`src/rtl/midi_pkg.sv`:
```
// Shared MIDI receive definitions: FSM state encoding and protocol constants.
// Imported by midi_uart_rx and by the future TX path.
package midi_pkg;

    typedef enum logic [2:0] {
        IDLE,
        START,
        DATA,
        STOP,
        WAIT_IDLE
    } rx_state_t;

    localparam int MIDI_BAUD       = 31250;
    localparam int MIDI_FRAME_BITS = 10;

endpackage

```
`src/rtl/sync_2ff.sv`:
```
// Generic two-flop synchroniser for a single asynchronous input bit.
// Ports: clk, rst_n (async active-low), d_i (async in), q_o (synchronised out).
module sync_2ff #(
    parameter logic RST_VAL = 1'b0
) (
    input  logic clk,
    input  logic rst_n,
    input  logic d_i,
    output logic q_o
);

    logic meta_q;
    logic sync_q;

    always_ff @(posedge clk or negedge rst_n) begin
        if (!rst_n) begin
            meta_q <= RST_VAL;
            sync_q <= RST_VAL;
        end else begin
            meta_q <= d_i;
            sync_q <= meta_q;
        end
    end

    assign q_o = sync_q;

endmodule

```
`src/rtl/midi_uart_rx.sv`:
```
// MIDI 8N1 serial receiver with a one-byte holding register read by busmaster.
// Ports: clk, reset (async active-low), rx (serial in), bus_rd (read strobe),
//        clr_err (clear sticky flags), data_o/data_oe (bus drive), irq,
//        frame_err, overrun (sticky status).
module midi_uart_rx
    import midi_pkg::*;
#(
    parameter int CLKS_PER_BIT = 32
) (
    input  logic       clk,
    input  logic       reset,
    input  logic       rx,
    input  logic       bus_rd,
    input  logic       clr_err,
    output logic [7:0] data_o,
    output logic       data_oe,
    output logic       irq,
    output logic       frame_err,
    output logic       overrun
);

    localparam int TW = $clog2(CLKS_PER_BIT);
    localparam logic [TW-1:0] T_FULL = TW'(CLKS_PER_BIT - 1);
    localparam logic [TW-1:0] T_HALF = TW'(CLKS_PER_BIT / 2 - 1);

    rx_state_t     state_q, state_d;
    logic [TW-1:0] timer_q, timer_d;
    logic [2:0]    idx_q, idx_d;
    logic [7:0]    shift_q, shift_d;
    logic [7:0]    hold_q, hold_d;
    logic          irq_q, irq_d;
    logic          ferr_q, ferr_d;
    logic          ovr_q, ovr_d;
    logic          commit_q, commit_d;
    logic          ferr_set;
    logic          ovr_set;
    logic          rx_s;

    sync_2ff #(
        .RST_VAL(1'b1)
    ) u_sync (
        .clk  (clk),
        .rst_n(reset),
        .d_i  (rx),
        .q_o  (rx_s)
    );

    // Frame deserialiser
    always_comb begin
        state_d  = state_q;
        timer_d  = timer_q;
        idx_d    = idx_q;
        shift_d  = shift_q;
        commit_d = 1'b0;
        ferr_set = 1'b0;
        unique case (state_q)
            IDLE: begin
                if (!rx_s) begin
                    state_d = START;
                    timer_d = '0;
                end
            end
            START: begin
                if (timer_q == T_HALF) begin
                    timer_d = '0;
                    idx_d   = 3'd0;
                    state_d = rx_s ? IDLE : DATA;
                end else begin
                    timer_d = timer_q + 1'b1;
                end
            end
            DATA: begin
                if (timer_q == T_FULL) begin
                    timer_d = '0;
                    shift_d = {rx_s, shift_q[7:1]};
                    if (idx_q == 3'd7) begin
                        state_d = STOP;
                    end else begin
                        idx_d = idx_q + 3'd1;
                    end
                end else begin
                    timer_d = timer_q + 1'b1;
                end
            end
            STOP: begin
                if (timer_q == T_FULL) begin
                    timer_d = '0;
                    if (rx_s) begin
                        commit_d = 1'b1;
                        state_d  = IDLE;
                    end else begin
                        ferr_set = 1'b1;
                        state_d  = WAIT_IDLE;
                    end
                end else begin
                    timer_d = timer_q + 1'b1;
                end
            end
            WAIT_IDLE: begin
                if (rx_s) begin
                    state_d = IDLE;
                end
            end
            default: state_d = IDLE;
        endcase
    end

    // Holding register; a read coinciding with a commit hands over the
    // old byte on the bus while the new byte replaces it.
    always_comb begin
        hold_d  = hold_q;
        irq_d   = irq_q;
        ovr_set = 1'b0;
        if (commit_q) begin
            if (!irq_q) begin
                hold_d = shift_q;
                irq_d  = 1'b1;
            end else if (bus_rd) begin
                hold_d = shift_q;
            end else begin
                ovr_set = 1'b1;
            end
        end else if (bus_rd) begin
            irq_d = 1'b0;
        end
        ferr_d = clr_err ? 1'b0 : (ferr_q | ferr_set);
        ovr_d  = clr_err ? 1'b0 : (ovr_q | ovr_set);
    end

    always_ff @(posedge clk or negedge reset) begin
        if (!reset) begin
            state_q  <= IDLE;
            timer_q  <= '0;
            idx_q    <= 3'd0;
            shift_q  <= 8'h00;
            hold_q   <= 8'h00;
            irq_q    <= 1'b0;
            ferr_q   <= 1'b0;
            ovr_q    <= 1'b0;
            commit_q <= 1'b0;
        end else begin
            state_q  <= state_d;
            timer_q  <= timer_d;
            idx_q    <= idx_d;
            shift_q  <= shift_d;
            hold_q   <= hold_d;
            irq_q    <= irq_d;
            ferr_q   <= ferr_d;
            ovr_q    <= ovr_d;
            commit_q <= commit_d;
        end
    end

    // Bus strobe is ignored while held in reset.
    assign data_oe   = bus_rd & reset;
    assign data_o    = data_oe ? hold_q : 8'h00;
    assign irq       = irq_q;
    assign frame_err = ferr_q;
    assign overrun   = ovr_q;

endmodule

```
`config.mk`:
```
export PLATFORM = sky130hd
export DESIGN_NAME = midi_uart_rx
export DESIGN_NICKNAME = d
export VERILOG_FILES = /design/src/rtl/midi_pkg.sv /design/src/rtl/sync_2ff.sv /design/src/rtl/midi_uart_rx.sv
export SDC_FILE = /design/constraint.sdc
export NUM_CORES = 1
export LEC_CHECK = 0
export CORE_MARGIN = 2
export CORE_UTILIZATION = 50
export DETAILED_ROUTE_END_ITERATION = 10
export PLACE_DENSITY = 0.81
export SETUP_SLACK_MARGIN = 0.1
export SYNTH_ARGS = -nofsm -noshare
export SYNTH_HDL_FRONTEND = slang
export SYNTH_SLANG_ARGS = --single-unit
```
`constraint.sdc`:
```
create_clock -name clk -period 2.06 [get_ports clk]
set_input_delay 0.206 -clock clk [delete_from_list [all_inputs] [get_ports clk]]
set_output_delay 0.206 -clock clk [all_outputs]
set_load 0.02 [all_outputs]
```
==> results.toml <==
[yosys]
ys_types = 40
synth_warnings = 0
synth_area_leaders = "dfrtp_1 47%, mux2_4 7.3%, ha_1 5.3%, mux2_2 4.8%, and3_1 3.4%"
syn_nets = 145
syn_inst = 133
syn_area_um2 = 1640
synth_seq_cells = 33
synth_top_area_frac = 0.472
syn_area_per_cell_um2 = 12.4
ys_seq_area_frac = 0.504
synth_largest_area_cell = "dfrtp_1"

[sta]
period_share = 0.930
slew_viol_final = 0
setup_violations = 0
setup_tns_ns = 0
min_period_ns = 1.92
max_slew_margin = 0.728
fmax_ghz = 0.522
hold_viol = 0
skew_ns = 0.00679
rsz0062_at_grt = "false"
tightest_slew_ns = 0.407

[final_layout]
diodes = 0
nNetsFinal = 168
drive_gt1_frac = 0.236
final_cell_mix = "31 x dfrtp_1, 16 x clkdlybuf4s50_1, 13 x inv_1, 8 x and3_1, 8 x mux2_4"
area.growth.synth_to_final_pct = 18.3
stdcell_area_um2 = 1950
fill_cells = 283
final_common_cell = "dfrtp_1"
final_core_util = 0.627

[power_and_ir_drop]
p_comb_frac = 0.161
intPower_uw = 974
finalPower_mw = 1.35
power.switching_fraction = 0.277
p_per_area_nw_per_um2 = 693
power.leakage_nw = 0.935
vdd_drop_max_mv = 0.427
seq_power_share = 0.562
p_sw_uw = 374
p_clk_frac = 0.277

[critical_path]
crit_fanout = 4
cp-end-kind = "register"
crit_path_start_kind = "register"
reg2reg_depth = 6
crit_buf_inv = 0
ff2ff_setup_slack_ns = 0.14
required_ns = 2.27
r2r_end = "idx_q[0]"
path_delay_family = "adder cells"
arrival_ns = 2.13
crit_chain = "ha_1, and3_2, ha_2, nand4bb_1, a21oi_4, mux2_1"
crit_type = "reg2reg"
cp_slowest_cell = "dfrtp_1"
timing.rr.start = "timer_q[1]"
critPathMaxStageDelay_ns = 0.39

[status]
status = "completed"

[placed_design]
placed_area_um2 = 1860
io_buffers = 16
hpwl_mm = 2.03
gp_congestion = 0.739

[drt]
drt-total-wl_mm = 2.78
met3WireLength_um = 141
dr.pass1.iters = 4
route.vias.total = 1082
wl_met2_mm = 1.38
drc = 0
ant_nets = 0
drt_iter0_drc = 30
drt-wirelength-per-cell_um = 13.8
met1Wirelength_mm = 1.22
topRoutingLayerUsed = "met4"
avgViaCountPerCell = 5.38

[global_routing]
grt.total_usage = 0.174
grt_max_degree = 18
grt_overflow = 0
grt_pass1_vias = 1076
grt_pass1_wl_mm = 4.75
antenna_found_initial = 0

[cts]
cts_buffers = 5
clock_latency_ns = 0.33
cts_tree = "built"
clkTransAtPathRegs_ns = 0.10
cts_sinks = 33
clock-root-buffer = "clkbuf_4"
clockBufferDepth = 2
htree_levels = 2
ctsHoldBuffers = 0

[floorplanning]
core-area_um2 = 3100
die_h_um = 61.3
io_pins = 17
die_area_um2 = 3760
fp-row-count = 20
initial_core_util = 0.530
fp.dieW_um = 61.3

[flow_run]
maxCapViolCount = 0

[min_path]
min_path_type = "in2async"
-- per-stage QoR --
step                instances  worst slack [ns]  hold WS [ns]
floorplan                 133             0.356       -0.0896
global placement          192             0.217         0.348
detailed placement        192             0.139         0.357
CTS                       200             0.104         0.180
global route              201            0.0902         0.180
finish                    201             0.143         0.193
-- worst max path at each step --
stage,startpoint,endpoint,cells after the start
2_1_floorplan,timer_q[0],idx_q[0],6
3_3_place_gp,bus_rd,data_o[1],3
3_5_place_dp,timer_q[0],idx_q[0],6
4_1_cts,timer_q[1],idx_q[0],6
5_1_grt,timer_q[1],idx_q[0],6
6_report,timer_q[1],idx_q[0],6
-- final cells by class --
class,instances,area (um2),share of cell area
inverter,13,48.8,0.0251
timing repair buffer,21,210,0.108
sequential,33,828,0.426
multi-input combinational,82,744,0.383
clock buffer,8,58.8,0.0302
tap,44,55.1,0.0283
-- synthesized netlist by cell type, drive strengths merged --
master / count
or3: 1
nor2: 7
o221ai: 2
o211ai: 1
and3: 9
o2111ai: 2
dfrtp: 31
nand3: 1
nor3b: 2
o32ai: 1
nor2b: 3
ha: 7
and2: 3
nor4bb: 1
nand2b: 3
and4b: 1
o21ai: 1
nand3b: 1
or3b: 1
a31oi: 1
buf: 4
clkbuf: 1
a21oi: 5
mux2: 18
mux2i: 3
a211oi: 1
a311oi: 1
inv: 13
nand2: 4
nand4bb: 1
dfstp: 2
a32oi: 1
-- what timing repair did --
action | 4_1_cts | 5_1_grt
buffers inserted | 0 | 1
resized for setup | 0 | 4
endpoints found under the hold margin | 0 | 0
endpoints found under the setup margin | 0 | 1
-- sequential cells by signal, indices dropped and copies added, names as in the netlist --
| signal | cells |
|---|---|
| hold_q | 8 |
| idx_q | 3 |
| commit_q | 1 |
| shift_q | 8 |
| timer_q | 5 |
| frame_err | 1 |
| irq | 1 |
| u_sync.q_o | 1 |
| overrun | 1 |
| state_q | 3 |
| u_sync.meta_q | 1 |
-- power by group through the flow --
| stage | registers, mW | clock network [mW] | logic (mW) |
|---|---|---|---|
| after floorplan | 0.743 | 0 | 0.166 |
| after global placement | 0.762 | 0 | 0.197 |
| after detailed placement | 0.767 | 0 | 0.211 |
| after CTS | 0.755 | 0.392 | 0.213 |
| after global routing | 0.765 | 0.418 | 0.243 |
| final | 0.758 | 0.373 | 0.217 |
-- logic make-up (layout without fill, tap and decap cells) --
family	count (synthesis)	count (layout)	synth area share
and+or+nand+nor	38	38	0.152
adders and majority gates	7	7	0.0533
muxes	21	21	0.160
DFF	33	33	0.504
AOI/OAI and AO/OA	16	16	0.0776
buffers and inverters	18	42	0.0533
-- routing by layer --
metal	vias up	global-route usage
met4	0	0.0729
met1	536	0.204
met5	-	0
met3	5	0.0588
met2	30	0.293
li1	511	-
No activity file was read; power rests on OpenSTA's default activity.
